==> src/rtl/ahb_lsu_master_if.sv <==
// LSU request/response and AHB-Lite bus bundle for the single-master LSU front end.
// master = the front end's view, slave = the pipeline/slave-side environment.
interface ahb_lsu_master_if;
  logic        lsu_req_i;
  logic        lsu_we_i;
  logic [31:0] lsu_addr_i;
  logic [31:0] lsu_wdata_i;
  logic [1:0]  lsu_size_i;
  logic        lsu_unsigned_i;
  logic        lsu_ready_o;
  logic        lsu_valid_o;
  logic [31:0] lsu_rdata_o;
  logic        lsu_err_o;

  logic [31:0] HADDR;
  logic        HWRITE;
  logic [2:0]  HSIZE;
  logic [2:0]  HBURST;
  logic [1:0]  HTRANS;
  logic [31:0] HWDATA;
  logic        HSEL_RAM;
  logic        HSEL_UART;
  logic        HREADY;
  logic [31:0] HRDATA_RAM;
  logic        HREADYOUT_RAM;
  logic [31:0] HRDATA_UART;
  logic        HREADYOUT_UART;
  logic [1:0]  HRESP_UART;

  modport master (
    input  lsu_req_i, lsu_we_i, lsu_addr_i, lsu_wdata_i, lsu_size_i, lsu_unsigned_i,
    output lsu_ready_o, lsu_valid_o, lsu_rdata_o, lsu_err_o,
    output HADDR, HWRITE, HSIZE, HBURST, HTRANS, HWDATA, HSEL_RAM, HSEL_UART, HREADY,
    input  HRDATA_RAM, HREADYOUT_RAM, HRDATA_UART, HREADYOUT_UART, HRESP_UART
  );

  modport slave (
    output lsu_req_i, lsu_we_i, lsu_addr_i, lsu_wdata_i, lsu_size_i, lsu_unsigned_i,
    input  lsu_ready_o, lsu_valid_o, lsu_rdata_o, lsu_err_o,
    input  HADDR, HWRITE, HSIZE, HBURST, HTRANS, HWDATA, HSEL_RAM, HSEL_UART, HREADY,
    output HRDATA_RAM, HREADYOUT_RAM, HRDATA_UART, HREADYOUT_UART, HRESP_UART
  );
endinterface

==> src/rtl/ahb_lsu_master.sv <==
// AHB-Lite single-transfer front end for the LSU: decodes RAM/UART regions, runs one
// SINGLE transfer at a time and returns extended load data or an error.
module ahb_lsu_master #(
  parameter logic [3:0] RAM_REGION  = 4'h0,
  parameter logic [3:0] UART_REGION = 4'h4
) (
  input logic              clk_i,
  input logic              rst_i,
  ahb_lsu_master_if.master bus
);
  localparam logic [1:0] HTRANS_IDLE   = 2'b00;
  localparam logic [1:0] HTRANS_NONSEQ = 2'b10;

  typedef enum logic [1:0] {IDLE, ADDR, DATA, FAULT} state_t;
  state_t state, state_nxt;

  logic        ready, hready, accept, misaligned, hit_ram, hit_uart;
  logic [31:0] haddr, hwdata, wdata_q, hrdata, rdata_ext, rdata, repl;
  logic [2:0]  hsize;
  logic [1:0]  htrans;
  logic        hwrite, hsel_ram, hsel_uart, dsel_ram, dsel_uart, uns_q;
  logic        valid, err;
  logic [7:0]  lane8;
  logic [15:0] lane16;
  logic        unused_resp;

  assign unused_resp = bus.HRESP_UART[1];

  assign hit_ram    = bus.lsu_addr_i[31:28] == RAM_REGION;
  assign hit_uart   = bus.lsu_addr_i[31:28] == UART_REGION;
  assign misaligned = (bus.lsu_size_i == 2'd3) ||
                      (bus.lsu_size_i == 2'd1 && bus.lsu_addr_i[0]) ||
                      (bus.lsu_size_i == 2'd2 && |bus.lsu_addr_i[1:0]);
  assign accept     = bus.lsu_req_i && ready;

  always_ff @(posedge clk_i) begin
    if (rst_i) state <= IDLE;
    else       state <= state_nxt;
  end

  always_comb begin
    state_nxt = state;
    case (state)
      IDLE:  if (accept) state_nxt = (misaligned || !(hit_ram || hit_uart)) ? FAULT : ADDR;
      ADDR:  state_nxt = DATA;
      DATA:  if (hready) state_nxt = IDLE;
      FAULT: state_nxt = IDLE;
      default: state_nxt = IDLE;
    endcase
  end

  // HREADY only follows a slave while that slave owns the data phase; reset drops it at once.
  always_comb begin
    ready  = (state == IDLE) && !rst_i;
    hready = 1'b1;
    if (state == DATA) begin
      if (dsel_ram)       hready = bus.HREADYOUT_RAM;
      else if (dsel_uart) hready = bus.HREADYOUT_UART;
    end
    hrdata = dsel_uart ? bus.HRDATA_UART : bus.HRDATA_RAM;
    lane8  = 8'(hrdata >> {haddr[1:0], 3'b000});
    lane16 = 16'(hrdata >> {haddr[1], 4'b0000});
    case (hsize[1:0])
      2'd0:    rdata_ext = uns_q ? {24'b0, lane8}  : {{24{lane8[7]}}, lane8};
      2'd1:    rdata_ext = uns_q ? {16'b0, lane16} : {{16{lane16[15]}}, lane16};
      default: rdata_ext = hrdata;
    endcase
    if (hwrite) rdata_ext = 32'b0;
    case (hsize[1:0])
      2'd0:    repl = {4{wdata_q[7:0]}};
      2'd1:    repl = {2{wdata_q[15:0]}};
      default: repl = wdata_q;
    endcase
  end

  always_ff @(posedge clk_i) begin
    if (rst_i) begin
      haddr <= '0; hwrite <= 1'b0; hsize <= '0; htrans <= HTRANS_IDLE; hwdata <= '0;
      hsel_ram <= 1'b0; hsel_uart <= 1'b0; dsel_ram <= 1'b0; dsel_uart <= 1'b0;
      wdata_q <= '0; uns_q <= 1'b0; valid <= 1'b0; err <= 1'b0; rdata <= '0;
    end else begin
      valid <= 1'b0;
      err   <= 1'b0;
      rdata <= '0;
      case (state)
        IDLE: if (accept) begin
          wdata_q <= bus.lsu_wdata_i;
          uns_q   <= bus.lsu_unsigned_i;
          if (state_nxt == ADDR) begin
            haddr     <= bus.lsu_addr_i;
            hwrite    <= bus.lsu_we_i;
            hsize     <= {1'b0, bus.lsu_size_i};
            htrans    <= HTRANS_NONSEQ;
            hsel_ram  <= hit_ram;
            hsel_uart <= hit_uart;
          end
        end
        ADDR: begin
          htrans    <= HTRANS_IDLE;
          hsel_ram  <= 1'b0;
          hsel_uart <= 1'b0;
          dsel_ram  <= hsel_ram;
          dsel_uart <= hsel_uart;
          hwdata    <= repl;
        end
        DATA: if (hready) begin
          valid     <= 1'b1;
          err       <= dsel_uart && bus.HRESP_UART[0];
          rdata     <= rdata_ext;
          dsel_ram  <= 1'b0;
          dsel_uart <= 1'b0;
        end
        FAULT: begin
          valid <= 1'b1;
          err   <= 1'b1;
        end
        default: ;
      endcase
    end
  end

  assign bus.lsu_ready_o = ready;
  assign bus.lsu_valid_o = valid;
  assign bus.lsu_err_o   = err;
  assign bus.lsu_rdata_o = rdata;
  assign bus.HADDR       = haddr;
  assign bus.HWRITE      = hwrite;
  assign bus.HSIZE       = hsize;
  assign bus.HBURST      = 3'b000;
  assign bus.HTRANS      = htrans;
  assign bus.HWDATA      = hwdata;
  assign bus.HSEL_RAM    = hsel_ram;
  assign bus.HSEL_UART   = hsel_uart;
  assign bus.HREADY      = hready;
endmodule

==> src/flat_wrapper.sv <==
// flat-port wrapper written by rule: the top's interface ports become plain ports
module ahb_lsu_master_flat 
#(
  parameter logic [3:0] RAM_REGION  = 4'h0,
  parameter logic [3:0] UART_REGION = 4'h4
)
  (clk_i, rst_i, bus_lsu_req_i, bus_lsu_we_i, bus_lsu_addr_i, bus_lsu_wdata_i, bus_lsu_size_i, bus_lsu_unsigned_i, bus_lsu_ready_o, bus_lsu_valid_o, bus_lsu_rdata_o, bus_lsu_err_o, bus_HADDR, bus_HWRITE, bus_HSIZE, bus_HBURST, bus_HTRANS, bus_HWDATA, bus_HSEL_RAM, bus_HSEL_UART, bus_HREADY, bus_HRDATA_RAM, bus_HREADYOUT_RAM, bus_HRDATA_UART, bus_HREADYOUT_UART, bus_HRESP_UART);
  ahb_lsu_master_if bus_i ();
  input logic clk_i;
  input logic rst_i;
  input wire logic [$bits(bus_i.lsu_req_i)-1:0] bus_lsu_req_i;
  input wire logic [$bits(bus_i.lsu_we_i)-1:0] bus_lsu_we_i;
  input wire logic [$bits(bus_i.lsu_addr_i)-1:0] bus_lsu_addr_i;
  input wire logic [$bits(bus_i.lsu_wdata_i)-1:0] bus_lsu_wdata_i;
  input wire logic [$bits(bus_i.lsu_size_i)-1:0] bus_lsu_size_i;
  input wire logic [$bits(bus_i.lsu_unsigned_i)-1:0] bus_lsu_unsigned_i;
  output wire logic [$bits(bus_i.lsu_ready_o)-1:0] bus_lsu_ready_o;
  output wire logic [$bits(bus_i.lsu_valid_o)-1:0] bus_lsu_valid_o;
  output wire logic [$bits(bus_i.lsu_rdata_o)-1:0] bus_lsu_rdata_o;
  output wire logic [$bits(bus_i.lsu_err_o)-1:0] bus_lsu_err_o;
  output wire logic [$bits(bus_i.HADDR)-1:0] bus_HADDR;
  output wire logic [$bits(bus_i.HWRITE)-1:0] bus_HWRITE;
  output wire logic [$bits(bus_i.HSIZE)-1:0] bus_HSIZE;
  output wire logic [$bits(bus_i.HBURST)-1:0] bus_HBURST;
  output wire logic [$bits(bus_i.HTRANS)-1:0] bus_HTRANS;
  output wire logic [$bits(bus_i.HWDATA)-1:0] bus_HWDATA;
  output wire logic [$bits(bus_i.HSEL_RAM)-1:0] bus_HSEL_RAM;
  output wire logic [$bits(bus_i.HSEL_UART)-1:0] bus_HSEL_UART;
  output wire logic [$bits(bus_i.HREADY)-1:0] bus_HREADY;
  input wire logic [$bits(bus_i.HRDATA_RAM)-1:0] bus_HRDATA_RAM;
  input wire logic [$bits(bus_i.HREADYOUT_RAM)-1:0] bus_HREADYOUT_RAM;
  input wire logic [$bits(bus_i.HRDATA_UART)-1:0] bus_HRDATA_UART;
  input wire logic [$bits(bus_i.HREADYOUT_UART)-1:0] bus_HREADYOUT_UART;
  input wire logic [$bits(bus_i.HRESP_UART)-1:0] bus_HRESP_UART;
  assign bus_i.lsu_req_i = bus_lsu_req_i;
  assign bus_i.lsu_we_i = bus_lsu_we_i;
  assign bus_i.lsu_addr_i = bus_lsu_addr_i;
  assign bus_i.lsu_wdata_i = bus_lsu_wdata_i;
  assign bus_i.lsu_size_i = bus_lsu_size_i;
  assign bus_i.lsu_unsigned_i = bus_lsu_unsigned_i;
  assign bus_lsu_ready_o = bus_i.lsu_ready_o;
  assign bus_lsu_valid_o = bus_i.lsu_valid_o;
  assign bus_lsu_rdata_o = bus_i.lsu_rdata_o;
  assign bus_lsu_err_o = bus_i.lsu_err_o;
  assign bus_HADDR = bus_i.HADDR;
  assign bus_HWRITE = bus_i.HWRITE;
  assign bus_HSIZE = bus_i.HSIZE;
  assign bus_HBURST = bus_i.HBURST;
  assign bus_HTRANS = bus_i.HTRANS;
  assign bus_HWDATA = bus_i.HWDATA;
  assign bus_HSEL_RAM = bus_i.HSEL_RAM;
  assign bus_HSEL_UART = bus_i.HSEL_UART;
  assign bus_HREADY = bus_i.HREADY;
  assign bus_i.HRDATA_RAM = bus_HRDATA_RAM;
  assign bus_i.HREADYOUT_RAM = bus_HREADYOUT_RAM;
  assign bus_i.HRDATA_UART = bus_HRDATA_UART;
  assign bus_i.HREADYOUT_UART = bus_HREADYOUT_UART;
  assign bus_i.HRESP_UART = bus_HRESP_UART;
  ahb_lsu_master #(.RAM_REGION(RAM_REGION), .UART_REGION(UART_REGION)) u_core (.clk_i(clk_i), .rst_i(rst_i), .bus(bus_i));
endmodule
==> config.mk <==
export PLATFORM = sky130hd
export DESIGN_NAME = ahb_lsu_master_flat
export DESIGN_NICKNAME = d
export VERILOG_FILES = /design/src/rtl/ahb_lsu_master_if.sv /design/src/rtl/ahb_lsu_master.sv /design/src/flat_wrapper.sv
export SDC_FILE = /design/constraint.sdc
export NUM_CORES = 1
export LEC_CHECK = 0
export ABC_AREA = 1
export BUFFER_PORTS_ARGS = -buffer_cell sky130_fd_sc_hd__buf_2
export CAP_MARGIN = 20
export CORE_MARGIN = 2
export CORE_UTILIZATION = 30
export CTS_CLUSTER_SIZE = 12
export DETAILED_ROUTE_END_ITERATION = 16
export PLACE_DENSITY = 0.56
export SLEW_MARGIN = 20
export SYNTH_ARGS = -nofsm -noshare
export SYNTH_HDL_FRONTEND = slang
export SYNTH_SLANG_ARGS = --single-unit
==> constraint.sdc <==
create_clock -name clk_i -period 1.55 [get_ports clk_i]
set_input_delay 0.2325 -clock clk_i [delete_from_list [all_inputs] [get_ports clk_i]]
set_output_delay 0.2325 -clock clk_i [all_outputs]
set_load 0.05 [all_outputs]
* After elaboration in Yosys (flattened, before gate mapping)
Cells that the tools add are included.
Word-level totals: bits in registers 142, input bits 139, output and inout port bits 111, word-level logic and storage cells 81
Operators by class: equality and inequality tests 12, shift operators 2, muxes and demuxes 28, bitwise logic cells 2, reduce and logical (&&, ||, !) cells 22
Operators by type and width (number):
- one-hot mux 32 bit (2 select lines) | 2
- two-way mux 32 bit | 3
- right shift 32 x 5 -> 16 bit | 1
- right shift 32 x 5 -> 8 bit | 1
- one-hot mux 1 bit (2 select lines) | 6
- two-way mux 1 bit | 10
- two-way mux 2 bit | 5
- == test 2 x 1 -> 1 bit (second input constant) | 4
- == test 2 bit (second input constant) | 4
- one-hot mux 2 bit (4 select lines) | 1
- AND reduction 3 bit | 2
- logical AND 1 bit | 5
- == test 4 x 3 -> 1 bit (second input constant) | 1
- logical NOT 2 bit | 2
- logical NOT 4 bit | 1
- logical OR 1 bit | 4
- inequality test 2 bit (second input constant) | 2
- one-hot mux 2 bit (2 select lines) | 1
- AND reduction 2 bit | 2
- nonzero test 2 bit | 2
- OR reduction 4 bit | 1
- logical NOT 1 bit | 2
- inequality test 2 x 1 -> 1 bit (second input constant) | 1
- NOT 1 bit | 2
- OR reduction 2 bit | 1

* Depth between registers and ports, before layout
Gate-level depths: netlist (run 1).
depth after elaboration 12, gate-level depth with buffers 11

* Worst setup path after synthesis (run 1)
OpenSTA, ideal clock, no wires.
kind register -> register, from reg u_core.dsel_uart, to reg u_core.haddr[13], in the netlist u_core.bus.HADDR[13], library setup time 0.070 ns, data arrival time 1.729 ns, setup slack -0.249 ns, cell stages (with the launch flop) 10, path buffers 3, clock period less this slack 1.799 ns, cell sequence dfxtp_1 -> buf_4 -> nand2_1 -> nand2_1 -> nand3_1 -> nand4_2 -> buf_6 -> buf_6 -> nand2_1 -> a21oi_1
Between the ends: word-level cells in the longest chain between the ends 7
Ends and longest elaborated chain:
- start: declaration | line ahb_lsu_master.sv:21 | logic hwrite, hsel_ram, hsel_uart, dsel_ram, dsel_uart, uns_q;
- start signal: assignment | line ahb_lsu_master.sv:103 | dsel_uart <= hsel_uart;
- two-way mux 1 bit | line ahb_lsu_master.sv:58 | else if (dsel_uart) hready = bus.HREADYOUT_UART;
- two-way mux 1 bit | line ahb_lsu_master.sv:57 | if (dsel_ram) hready = bus.HREADYOUT_RAM;
- two-way mux 1 bit | line ahb_lsu_master.sv:56 | if (state == DATA) begin
- named net bus_HREADY | line flat_wrapper.sv:29 | output wire logic [$bits(bus_i.HREADY)-1:0] bus_HREADY;
- two-way mux 2 bit | line ahb_lsu_master.sv:46 | DATA: if (hready) state_nxt = IDLE;
- one-hot mux 2 bit (4 select lines) | line ahb_lsu_master.sv:43 | case (state)
- == test 2 x 1 -> 1 bit | line ahb_lsu_master.sv:89 | if (state_nxt == ADDR) begin
- AND reduction 3 bit (no source line)
- end signal: assignment | line ahb_lsu_master.sv:90 | haddr <= bus.lsu_addr_i;
- end: declaration | line ahb_lsu_master.sv:18 | logic [31:0] haddr, hwdata, wdata_q, hrdata, rdata_ext, rdata, repl;
The timed path passes the listed nets, and every way through them passes these cells. A chain may end at the register's enable or synchronous reset.

* Worst setup path after layout (run 1)
from reg u_core.state[1], to out bus_HREADY
Between the ends: word-level cells in the longest chain between the ends 2
Ends and longest elaborated chain:
- start: declaration | line ahb_lsu_master.sv:15 | state_t state, state_nxt;
- start signal: assignment | line ahb_lsu_master.sv:38 | else state <= state_nxt;
- == test 2 bit | line ahb_lsu_master.sv:56
- two-way mux 1 bit | line ahb_lsu_master.sv:56
- end: declaration | line flat_wrapper.sv:29
No other way between the ends.

==> results of run 1 <==
-- placed cells by master (no fill, tap or decap), types with 4 or more instances in the layout --
master and n:
nand2_1 248, inv_1 72, dfxtp_1 134, nand2_2 6, dfxtp_2 7, conb_1 5, a21oi_1 90, clkbuf_16 18
o21ai_1 4, or2_0 7, o21ai_0 82, or2_2 10, o211ai_1 22, a31oi_1 9, nand3_1 34, and2_1 11
a211oi_1 8, buf_12 11, nor2_1 69, buf_2 241, buf_4 45, a21oi_2 4
-- area by class of cell --
type                       instances  area (um^2)
clock buffer                      20          457
multi-input combinational        622         2950
sequential                       141         2830
clock inverter                    12          111
fill                            2226        12000
timing repair buffer             300         1820
tap                              275          344
antenna                            2         5.00
inverter                          78          298
-- cells by family after synthesis --
family	synth area share (%)
compound gates	18.9
buf+inv	10.2
flops	44.6
other cells	0.0593
simple gates	26.2
-- synth_stat cells --
cell,count,area [um^2]
conb_1,1,3.75
nand4_2,1,12.5
nand3_2,1,10.0
a21oi_2,1,8.76
o211ai_1,22,165
or2_0,7,43.8
nor3_2,1,10.0
dfxtp_1,141,2820
nor3_4,1,16.3
buf_6,4,45.0
clkinv_1,1,3.75
or2_2,10,62.6
nor2_1,71,267
inv_2,4,15.0
and2_1,11,68.8
nand2_1,254,953
nand3_1,36,180
buf_2,15,75.1
buf_1,3,11.3
buf_4,15,113
a211oi_1,8,60.1
a21oi_1,93,465
o21ai_0,86,430
clkbuf_1,29,109
inv_1,73,274
a31oi_1,9,56.3
nand4_4,1,21.3
nand4_1,2,12.5
o21a_1,1,7.51
-- stage by stage --
stage	utilization (%)	area (um^2)	hold WS, ns	TNS [ns]	cells
after floorplan	-	6360	0.367	0	906
after global placement	39.0	8120	0.425	0	1413
after detailed placement	39.0	8120	0.427	0	1413
after CTS	41.8	8700	0.0222	-0.00132	1445
after global routing	42.3	8810	0.0362	-0.0440	1449
final	42.3	8810	0.0367	0	1450
-- sequential cells by signal (all words and copies together), names as in the netlist, 2 cells and up --
signal / flops
u_core.bus.lsu_rdata_o: 32
u_core.bus.HSIZE: 2
u_core.bus.HADDR: 32
u_core.state: 2
u_core.bus.HWDATA: 32
u_core.wdata_q: 32
-- critical path: stages (launching register included) --
cell and delay (ns):
dfxtp_2 0.33, inv_2 0.05, nor2_2 0.16, nand3_4 0.13
buf_8 0.17
-- path summary, 6_finish.rpt --
kind                                           start                         to
worst max-delay path                 u_core.state[1]                 bus_HREADY
worst min-delay path             bus_lsu_wdata_i[25]         u_core.wdata_q[25]
worst max register to register      u_core.dsel_uart  u_core.bus.lsu_rdata_o[6]
worst min register to register  u_core.bus.HADDR[29]       u_core.bus.HADDR[29]
-- what timing repair did --
action | in CTS | in global routing
setup endpoints to repair | 1 | 72
resized for setup | 4 | 24
pin swaps | 0 | 3
hold buffers | 0 | 0
gates cloned | 0 | 2
setup buffers | 0 | 2
-- power by group through the flow --
stage                     sequential [mW]  clock (mW)  combinational, mW
after detailed placement             3.92           0               1.24
after global placement               3.92           0               1.24
final                                3.85        3.93               1.25
after floorplan                      4.18           0              0.490
after global routing                 3.86        4.19               1.38
after CTS                            3.85        4.03               1.25
-- metal layers --
layer | up-vias | GRT usage, % | share of wire (%)
met5 | - | 0 | 0
met2 | 218 | 31.2 | 48
met4 | 0 | 5.52 | 1.3
met1 | 2978 | 22.8 | 43
li1 | 3418 | - | -
met3 | 18 | 4.71 | 7.7
==> run_summary.xml, run 1 <==
<?xml version="1.0" encoding="UTF-8"?>
<metrics>
  <group name="setup_path">
    <metric name="crit_arrival" unit="ns">1.26</metric>
    <metric name="regToRegSetupSlack" unit="ns">0.08</metric>
    <metric name="critical_path_required" unit="ns">1.32</metric>
    <metric name="setup.worst_path.start_class" unit="">flop</metric>
    <metric name="critical_path_peak_fanout" unit="">3</metric>
    <metric name="cp-end-kind" unit="">output pin</metric>
    <metric name="critPathKind" unit="">reg -&gt; out</metric>
    <metric name="worstRegToRegCells" unit="">9</metric>
  </group>
  <group name="drt">
    <metric name="firstDrtPassIters" unit="">6</metric>
    <metric name="route.detailed.drc" unit="">0</metric>
    <metric name="total_via_count_in_the_routed_design" unit="">6632</metric>
    <metric name="routed_wire_length_per_instance" unit="um">14.4</metric>
    <metric name="finalWirelength" unit="um">20900</metric>
    <metric name="drt-vias-per-instance" unit="">4.57</metric>
    <metric name="detail_route.iter0.violations" unit="">357</metric>
    <metric name="antenna_violating_nets_post_route" unit="">0</metric>
  </group>
  <group name="place">
    <metric name="gp_weighted_congestion" unit="">0.830</metric>
    <metric name="worst_case_setup_slack_after_placement" unit="ns">0.0266</metric>
    <metric name="io_buffers" unit="">243</metric>
    <metric name="detailed_placement_hpwl" unit="um">15300</metric>
  </group>
  <group name="clock_tree">
    <metric name="clk_root_buffer_cell" unit="">clkbuf_16</metric>
    <metric name="clock_latency" unit="ns">0.42</metric>
    <metric name="clock_edge_transition_at_the_registers_on_the_reported_setup_and_hold_paths" unit="ns">0.06</metric>
    <metric name="numClockSinks" unit="">141</metric>
    <metric name="tritoncts" unit="">done</metric>
    <metric name="h_tree_lvls" unit="">4</metric>
    <metric name="clockBufferDepth" unit="">2</metric>
    <metric name="tritoncts.num_buffers" unit="">17</metric>
  </group>
  <group name="grt">
    <metric name="grt.total_usage" unit="%">18.3</metric>
    <metric name="grt_max_degree" unit="">41</metric>
    <metric name="wire_length_of_the_first_global_routing_pass" unit="um">31700</metric>
    <metric name="first_global_vias" unit="">6126</metric>
    <metric name="grt_antenna_before_repair" unit="">2</metric>
    <metric name="gr-total-overflow" unit="">0</metric>
  </group>
  <group name="timing">
    <metric name="timing.final.max_slew_violations" unit="">0</metric>
    <metric name="hold_viol" unit="">0</metric>
    <metric name="rsz0062_at_grt" unit="">yes</metric>
    <metric name="finClkSkew" unit="ns">0.00736</metric>
    <metric name="layout_min_cycle_time" unit="ns">1.49</metric>
    <metric name="fmax" unit="MHz">672</metric>
    <metric name="final-setup-viol-count" unit="">0</metric>
    <metric name="timing.final.crit_share" unit="%">96.0</metric>
    <metric name="finalWorstSetupSlack" unit="ns">0.0621</metric>
  </group>
  <group name="floorplanning">
    <metric name="num_rows" unit="">53</metric>
    <metric name="floorplan.initialDensity" unit="%">30.4</metric>
    <metric name="die_x" unit="um">149</metric>
    <metric name="die_h" unit="um">149</metric>
    <metric name="io_pins" unit="">250</metric>
    <metric name="floorplan.core_area" unit="um^2">20800</metric>
    <metric name="total_die_area" unit="um^2">22300</metric>
  </group>
  <group name="pwr">
    <metric name="switching_share_of_power" unit="%">28.0</metric>
    <metric name="power_frac_seq" unit="%">42.6</metric>
    <metric name="p_int" unit="mW">6.51</metric>
    <metric name="power_switching" unit="mW">2.53</metric>
    <metric name="power.share.clock" unit="%">43.5</metric>
    <metric name="total_power" unit="mW">9.03</metric>
    <metric name="power.density" unit="nW/um^2">1030</metric>
    <metric name="worst_ir_drop_vdd" unit="uV">720</metric>
    <metric name="combinationalPowerShare" unit="%">13.9</metric>
    <metric name="p_leak" unit="nW">4.30</metric>
  </group>
  <group name="logic_synthesis">
    <metric name="synth_warnings" unit="">0</metric>
    <metric name="mappedNetlistArea" unit="um^2">6320</metric>
    <metric name="postSynthCellCount" unit="">902</metric>
    <metric name="synth_seq_area_share" unit="%">44.6</metric>
    <metric name="netlist-cell-type-count" unit="">29</metric>
    <metric name="synth.avg_cell_area" unit="um^2">7.01</metric>
    <metric name="post_synthesis_register_bit_count" unit="">141</metric>
  </group>
  <group name="min_path">
    <metric name="worst_hold_path.num_cells" unit="">3</metric>
    <metric name="timing.hold.worst.class" unit="">in -&gt; reg</metric>
  </group>
  <group name="outcome">
    <metric name="outcome" unit="">completed</metric>
  </group>
  <group name="layout">
    <metric name="layout-drive-gt1-share" unit="%">31.8</metric>
    <metric name="area_growth_from_synthesis_to_final_layout" unit="%">39.3</metric>
    <metric name="finalNetCount" unit="">1299</metric>
  </group>
  <group name="run">
    <metric name="drv.max_cap_violation_count" unit="">0</metric>
  </group>
</metrics>
(Power assumes the default switching activity.)
==> inputs of run 2 (changes only) <==
RECOVER_POWER = 25   (was default)
==> run 2 against run 1 <==
- non-clock buffer count is the same
- critical path depth did not move
- utilization about the same
- clock power is essentially flat
- die area stayed put
- critical endpoint unchanged
- largest power group unchanged
==> run_summary.xml, run 2 (synthesis results as in run 1) <==
<?xml version="1.0" encoding="UTF-8"?>
<metrics>
  <group name="layout">
    <metric name="area_growth_from_synthesis_to_final_layout" unit="%">39.2</metric>
    <metric name="final_common_cell" unit="">nand2_1</metric>
    <metric name="most-common-layout-cells" unit="">248 x nand2_1, 187 x buf_2, 134 x dfxtp_1</metric>
    <metric name="fillerInstances" unit="">2229</metric>
    <metric name="multi_input_comb_area" unit="um^2">2950</metric>
    <metric name="finalNetCount" unit="">1299</metric>
    <metric name="layout-drive-gt1-share" unit="%">31.4</metric>
    <metric name="layout.area.seq" unit="um^2">2830</metric>
  </group>
  <group name="clock_tree">
    <metric name="h_tree_lvls" unit="">4</metric>
    <metric name="clock_latency" unit="ns">0.41</metric>
    <metric name="tritoncts" unit="">done</metric>
    <metric name="clock_edge_transition_at_the_registers_on_the_reported_setup_and_hold_paths" unit="ns">0.06</metric>
    <metric name="cts.hold.buffers_added" unit="">0</metric>
    <metric name="tritoncts.num_buffers" unit="">17</metric>
    <metric name="clk_root_buffer_cell" unit="">clkbuf_16</metric>
    <metric name="clockBufferDepth" unit="">2</metric>
    <metric name="numClockSinks" unit="">141</metric>
  </group>
  <group name="timing">
    <metric name="max_slew.worst_pin.slew" unit="ns">0.598</metric>
    <metric name="fin_tns_setup" unit="ns">0</metric>
    <metric name="rsz0062_at_grt" unit="">yes</metric>
    <metric name="hold_viol" unit="">0</metric>
    <metric name="timing.final.crit_share" unit="%">96.0</metric>
    <metric name="layout_min_cycle_time" unit="ns">1.49</metric>
    <metric name="fmax" unit="MHz">672</metric>
    <metric name="slew_headroom" unit="%">60.3</metric>
    <metric name="finClkSkew" unit="ns">0.00708</metric>
    <metric name="fin_hold_ws" unit="ns">0.0368</metric>
    <metric name="final-setup-viol-count" unit="">0</metric>
    <metric name="timing.final.max_slew_violations" unit="">0</metric>
  </group>
  <group name="setup_path">
    <metric name="worstRegToRegCells" unit="">9</metric>
    <metric name="crit_start" unit="">u_core.state[1]</metric>
    <metric name="setup.worst_path.start_class" unit="">flop</metric>
    <metric name="critPathKind" unit="">reg -&gt; out</metric>
    <metric name="crit_arrival" unit="ns">1.26</metric>
    <metric name="cp_num_buf_inv" unit="">2</metric>
    <metric name="crit-reg2reg-capture" unit="">u_core.bus.lsu_rdata_o[6]</metric>
    <metric name="critical_path_required" unit="ns">1.32</metric>
    <metric name="regToRegSetupSlack" unit="ns">0.09</metric>
    <metric name="cpLargestDelayFamily" unit="">flip-flops</metric>
    <metric name="worst_r2r_startpoint" unit="">u_core.dsel_uart</metric>
    <metric name="timing.critical_path.slowest_cell_delay" unit="ns">0.33</metric>
    <metric name="critical_path_peak_fanout" unit="">3</metric>
    <metric name="cp-end-kind" unit="">output pin</metric>
    <metric name="crit_path_cells" unit="">inv_2 -&gt; nor2_2 -&gt; nand3_4 -&gt; buf_8</metric>
    <metric name="cpMaxStageDelayCell" unit="">dfxtp_2</metric>
  </group>
  <group name="drt">
    <metric name="total_via_count_in_the_routed_design" unit="">6632</metric>
    <metric name="drt-vias-per-instance" unit="">4.57</metric>
    <metric name="route.detailed.drc" unit="">0</metric>
    <metric name="firstDrtPassIters" unit="">5</metric>
    <metric name="finalWirelength" unit="um">20900</metric>
    <metric name="routed_wire_length_per_instance" unit="um">14.4</metric>
    <metric name="antenna_violating_nets_post_route" unit="">0</metric>
    <metric name="detail_route.iter0.violations" unit="">333</metric>
  </group>
  <group name="grt">
    <metric name="wire_length_of_the_first_global_routing_pass" unit="um">31700</metric>
    <metric name="grt.total_usage" unit="%">18.3</metric>
    <metric name="grt_antenna_before_repair" unit="">2</metric>
    <metric name="first_global_vias" unit="">6126</metric>
    <metric name="grt_max_degree" unit="">41</metric>
    <metric name="gr-total-overflow" unit="">0</metric>
  </group>
  <group name="min_path">
    <metric name="timing.hold.worst.start" unit="">bus_lsu_wdata_i[25]</metric>
    <metric name="worst_hold_path.num_cells" unit="">3</metric>
    <metric name="timing.hold.worst.class" unit="">in -&gt; reg</metric>
    <metric name="min_to" unit="">u_core.wdata_q[25]</metric>
  </group>
  <group name="pwr">
    <metric name="power.density" unit="nW/um^2">1020</metric>
    <metric name="p_leak" unit="nW">4.24</metric>
    <metric name="worst_ir_drop_vdd" unit="uV">720</metric>
  </group>
  <group name="floorplanning">
    <metric name="total_die_area" unit="um^2">22300</metric>
    <metric name="floorplan.core_area" unit="um^2">20800</metric>
    <metric name="die_x" unit="um">149</metric>
    <metric name="num_rows" unit="">53</metric>
    <metric name="floorplan.initialDensity" unit="%">30.4</metric>
    <metric name="die_h" unit="um">149</metric>
    <metric name="io_pins" unit="">250</metric>
  </group>
  <group name="place">
    <metric name="gp_weighted_congestion" unit="">0.830</metric>
    <metric name="io_buffers" unit="">243</metric>
    <metric name="detailed_placement_hpwl" unit="um">15300</metric>
  </group>
  <group name="run">
    <metric name="drv.max_cap_violation_count" unit="">0</metric>
  </group>
  <group name="outcome">
    <metric name="outcome" unit="">completed</metric>
  </group>
</metrics>
run 2: cell types whose count changed in the layout (fill, tap and decap cells not counted):
cell	previous run	this run
buf_1	0	1
buf_2	241	187
buf_4	45	44
clkbuf_1	1	5
clkbuf_2	0	50
run 2: cell type report:
cell class | count | area share [%]
sequential | 141 | 32.2
multi-input combinational | 622 | 33.5
antenna | 2 | 0.0569
inverter | 78 | 3.38
tap | 275 | 3.91
clock inverter | 12 | 1.27
timing repair buffer | 300 | 20.5
clock buffer | 20 | 5.19
run 2: worst max-delay path by stage:
stage                     cells past startpoint                         end  slack [ns]
after floorplan                              10  u_core.bus.lsu_rdata_o[19]        0.02
after global placement                        9  u_core.bus.lsu_rdata_o[20]        0.03
after detailed placement                      9        u_core.bus.HADDR[14]        0.03
after CTS                                     9        u_core.bus.HADDR[14]      -0.001
after global routing                         10   u_core.bus.lsu_rdata_o[4]       -0.02
final                                         4                  bus_HREADY        0.06
run 2: worst reg2reg max path: stages (launching register included):
cell	delay (ns)
dfxtp_2	0.33
buf_12	0.14
inv_4	0.08
buf_12	0.16
nand2_1	0.06
and2_1	0.16
or2_0	0.20
nand2_1	0.06
inv_1	0.03
a21oi_1	0.15
run 2: through the flow:
step | util (%) | instances | power [mW] | worst slack (ns) | instance area (um^2)
after floorplan | - | 906 | 4.67 | 0.0167 | 6360
after global placement | 39.0 | 1413 | 5.16 | 0.0343 | 8120
after detailed placement | 39.0 | 1413 | 5.17 | 0.0266 | 8120
after CTS | 41.8 | 1445 | 9.12 | -0.00132 | 8700
after global routing | 42.3 | 1449 | 9.43 | -0.0182 | 8800
final | 42.3 | 1450 | 9.02 | 0.0620 | 8800
run 2: routing by layer:
metal | vias up | wire, um | part of all wire [%] | global-route usage (%)
li1 | 3419 | - | - | -
met1 | 2979 | 9090 | 44 | 22.8
met2 | 216 | 9920 | 47 | 31.2
met3 | 18 | 1600 | 7.7 | 4.71
met4 | 0 | 277 | 1.3 | 5.52
met5 | - | 0 | 0 | 0
run 2: repair_timing:
action / in CTS / in global routing
endpoints found under the setup margin: 1 / 72
resized for setup: 4 / 24
buffers inserted: 0 / 2
pin swaps: 0 / 3
gates cloned: 0 / 2
run 2: power by group:
part	leakage, nW	switching, mW	internal (mW)
combinational	2.82	0.826	0.428
clock	0.273	1.61	2.30
sequential	1.15	0.0778	3.77
total	4.24	2.52	6.50
==> inputs of run 3 (changes only) <==
clock period = 1.5 ns   (was 1.55 ns; I/O delays follow)
==> run 3 against run 2 <==
- final cell count grew 0.55%
- highest routed layer is now met5
- hold slack lost 0.010 ns
- sequential cell count stayed put
- clock power grew 4%
- utilization up 0.79 points
- global-route usage hardly changed
- worst setup slack lost 0.055 ns
- sequential share of layout area is 0.53 points lower
- count of clock-buffer cells in the layout shrank 1
- first-iteration DRC count rose by 3.9%
- combinational power grew 8%
- via count up 0.92%
==> run_summary.xml, run 3 (synthesis results as in run 1) <==
<?xml version="1.0" encoding="UTF-8"?>
<metrics>
  <group name="timing">
    <metric name="layout_min_cycle_time" unit="ns">1.49</metric>
    <metric name="finalWorstSetupSlack" unit="ns">0.00708</metric>
    <metric name="finClkSkew" unit="ns">0.0113</metric>
    <metric name="fmax" unit="MHz">670</metric>
    <metric name="rsz0062_at_grt" unit="">yes</metric>
    <metric name="timing.final.crit_share" unit="%">99.5</metric>
    <metric name="final-setup-viol-count" unit="">0</metric>
    <metric name="fin_hold_ws" unit="ns">0.0267</metric>
    <metric name="timing.final.max_slew_violations" unit="">0</metric>
    <metric name="hold_viol" unit="">0</metric>
  </group>
  <group name="layout">
    <metric name="fillerInstances" unit="">2209</metric>
    <metric name="fin_util" unit="%">43.1</metric>
    <metric name="layout.area.seq" unit="um^2">2840</metric>
    <metric name="stdcell_count" unit="">1458</metric>
    <metric name="final_common_cell" unit="">nand2_1</metric>
    <metric name="most-common-layout-cells" unit="">249 x nand2_1, 199 x buf_2, 134 x dfxtp_1</metric>
    <metric name="finalNetCount" unit="">1308</metric>
    <metric name="layout-drive-gt1-share" unit="%">32.8</metric>
    <metric name="area_growth_from_synthesis_to_final_layout" unit="%">41.8</metric>
    <metric name="multi_input_comb_area" unit="um^2">2970</metric>
  </group>
  <group name="pwr">
    <metric name="power.density" unit="nW/um^2">1050</metric>
    <metric name="switching_share_of_power" unit="%">28.4</metric>
    <metric name="p_int" unit="mW">6.73</metric>
    <metric name="total_power" unit="mW">9.40</metric>
    <metric name="power_frac_seq" unit="%">42.2</metric>
    <metric name="combinationalPowerShare" unit="%">14.4</metric>
    <metric name="worst_ir_drop_vdd" unit="uV">731</metric>
    <metric name="power_switching" unit="mW">2.67</metric>
    <metric name="p_leak" unit="nW">4.35</metric>
    <metric name="power.share.clock" unit="%">43.4</metric>
  </group>
  <group name="setup_path">
    <metric name="critical_path_required" unit="ns">1.27</metric>
    <metric name="cp_num_buf_inv" unit="">2</metric>
    <metric name="timing.critical_path.slowest_cell_delay" unit="ns">0.33</metric>
    <metric name="setup.worst_path.start_class" unit="">flop</metric>
    <metric name="critical_path_peak_fanout" unit="">3</metric>
    <metric name="cpMaxStageDelayCell" unit="">dfxtp_2</metric>
    <metric name="crit_path_cells" unit="">buf_6 -&gt; nor2_4 -&gt; nand3_4 -&gt; buf_8</metric>
    <metric name="cpLargestDelayFamily" unit="">flip-flops</metric>
    <metric name="cp-end-kind" unit="">output pin</metric>
    <metric name="crit_arrival" unit="ns">1.27</metric>
    <metric name="critPathKind" unit="">reg -&gt; out</metric>
  </group>
  <group name="run">
    <metric name="drv.max_cap_violation_count" unit="">0</metric>
  </group>
  <group name="place">
    <metric name="gp_weighted_congestion" unit="">0.802</metric>
    <metric name="worst_case_setup_slack_after_placement" unit="ns">-0.112</metric>
    <metric name="numPlacedInstances" unit="">1418</metric>
    <metric name="detailed_placement_hpwl" unit="um">15300</metric>
    <metric name="io_buffers" unit="">243</metric>
  </group>
  <group name="grt">
    <metric name="grt.total_usage" unit="%">18.3</metric>
    <metric name="globalRouteMet2Util" unit="%">30.7</metric>
    <metric name="gr-total-overflow" unit="">0</metric>
    <metric name="first_global_vias" unit="">6020</metric>
    <metric name="global_route.peak_usage_layer" unit="">met2</metric>
    <metric name="grt_max_degree" unit="">44</metric>
    <metric name="wire_length_of_the_first_global_routing_pass" unit="um">31600</metric>
    <metric name="grt_antenna_before_repair" unit="">2</metric>
    <metric name="global_route.usage.met3" unit="%">5.23</metric>
    <metric name="gr-usage-met1" unit="%">22.9</metric>
  </group>
  <group name="drt">
    <metric name="route.detailed.drc" unit="">0</metric>
    <metric name="finalWirelength" unit="um">21000</metric>
    <metric name="firstDrtPassIters" unit="">5</metric>
    <metric name="antenna_violating_nets_post_route" unit="">0</metric>
    <metric name="routed_wire_length_per_instance" unit="um">14.4</metric>
    <metric name="total_via_count_in_the_routed_design" unit="">6693</metric>
    <metric name="drt-vias-per-instance" unit="">4.59</metric>
    <metric name="detail_route.iter0.violations" unit="">346</metric>
  </group>
  <group name="clock_tree">
    <metric name="cts.hold.buffers_added" unit="">0</metric>
    <metric name="clock_edge_transition_at_the_registers_on_the_reported_setup_and_hold_paths" unit="ns">0.06</metric>
    <metric name="h_tree_lvls" unit="">4</metric>
    <metric name="numClockSinks" unit="">141</metric>
    <metric name="clockBufferDepth" unit="">2</metric>
    <metric name="clk_root_buffer_cell" unit="">clkbuf_16</metric>
    <metric name="tritoncts" unit="">done</metric>
    <metric name="clock_latency" unit="ns">0.42</metric>
    <metric name="tritoncts.num_buffers" unit="">17</metric>
  </group>
  <group name="floorplanning">
    <metric name="floorplan.core_area" unit="um^2">20800</metric>
    <metric name="floorplan.initialDensity" unit="%">30.4</metric>
    <metric name="total_die_area" unit="um^2">22300</metric>
    <metric name="die_h" unit="um">149</metric>
    <metric name="die_x" unit="um">149</metric>
    <metric name="io_pins" unit="">250</metric>
    <metric name="num_rows" unit="">53</metric>
  </group>
  <group name="outcome">
    <metric name="outcome" unit="">completed</metric>
  </group>
  <group name="min_path">
    <metric name="timing.hold.worst.class" unit="">in -&gt; reg</metric>
  </group>
</metrics>
run 3: cell types whose count changed in the layout (fill, tap and decap cells not counted), moves of 3 or more:
cell / change
buf_6: +6
a21oi_1: -3
buf_4: +3
clkbuf_1: -4
clkbuf_2: -9
buf_2: +12
run 3: what timing repair did:
| action | 4_1_cts | 5_1_grt |
|---|---|---|
| resized for setup | 20 | 27 |
| pin swaps | 1 | 4 |
| gates cloned | 0 | 1 |
| setup endpoints to repair | 93 | 94 |
| buffers inserted | 0 | 6 |
run 3: power groups by stage:
stage / registers (mW) / logic [mW] / clock network, mW
2_1_floorplan: 4.31 / 0.507 / 0
3_3_place_gp: 4.05 / 1.29 / 0
3_5_place_dp: 4.05 / 1.30 / 0
4_1_cts: 3.97 / 1.32 / 4.18
5_1_grt: 3.99 / 1.48 / 4.34
6_report: 3.97 / 1.35 / 4.08
run 3: area by class of cell:
type | count | share of cell area, %
clock buffers | 19 | 4.94
well taps | 275 | 3.84
inverters | 78 | 3.29
flip-flops and latches | 141 | 31.6
diodes | 1 | 0.0279
repair buffers | 310 | 21.7
clock inverters | 13 | 1.42
multi-input cells | 621 | 33.2
run 3: worst reg2reg max path: stages, from the launching register on:
cell     delay [ns]
dfxtp_4        0.38
buf_12         0.18
buf_4          0.16
nand2_1        0.04
and2_1         0.17
or2_0          0.20
nand2_1        0.07
inv_1          0.03
a21oi_1        0.13
run 3: metrics by stage:
stage | area, um^2 | setup TNS [ns]
2_1_floorplan | 6360 | 0
3_3_place_gp | 8180 | -0.275
3_5_place_dp | 8180 | -3.49
4_1_cts | 8820 | -0.000783
5_1_grt | 8960 | -1.10
6_report | 8970 | 0
run 3: final timing paths:
kind                              from                         to  slack (ns)  cells after the start
setup / recovery       u_core.state[0]                 bus_HREADY       0.007                      4
hold / removal     bus_lsu_wdata_i[28]         u_core.wdata_q[28]        0.03                      3
setup reg to reg      u_core.dsel_uart  u_core.bus.lsu_rdata_o[5]        0.08                      8
hold reg to reg   u_core.bus.HADDR[31]       u_core.bus.HADDR[31]        0.44                      2
run 3: routing by layer:
layer  vias up  wire (um)  share of wire (%)
met4         2        330                1.6
met3        23       1560                7.4
met1      3021       8920                 42
met5         -         13              0.062
li1       3426          -                  -
met2       221      10200                 48
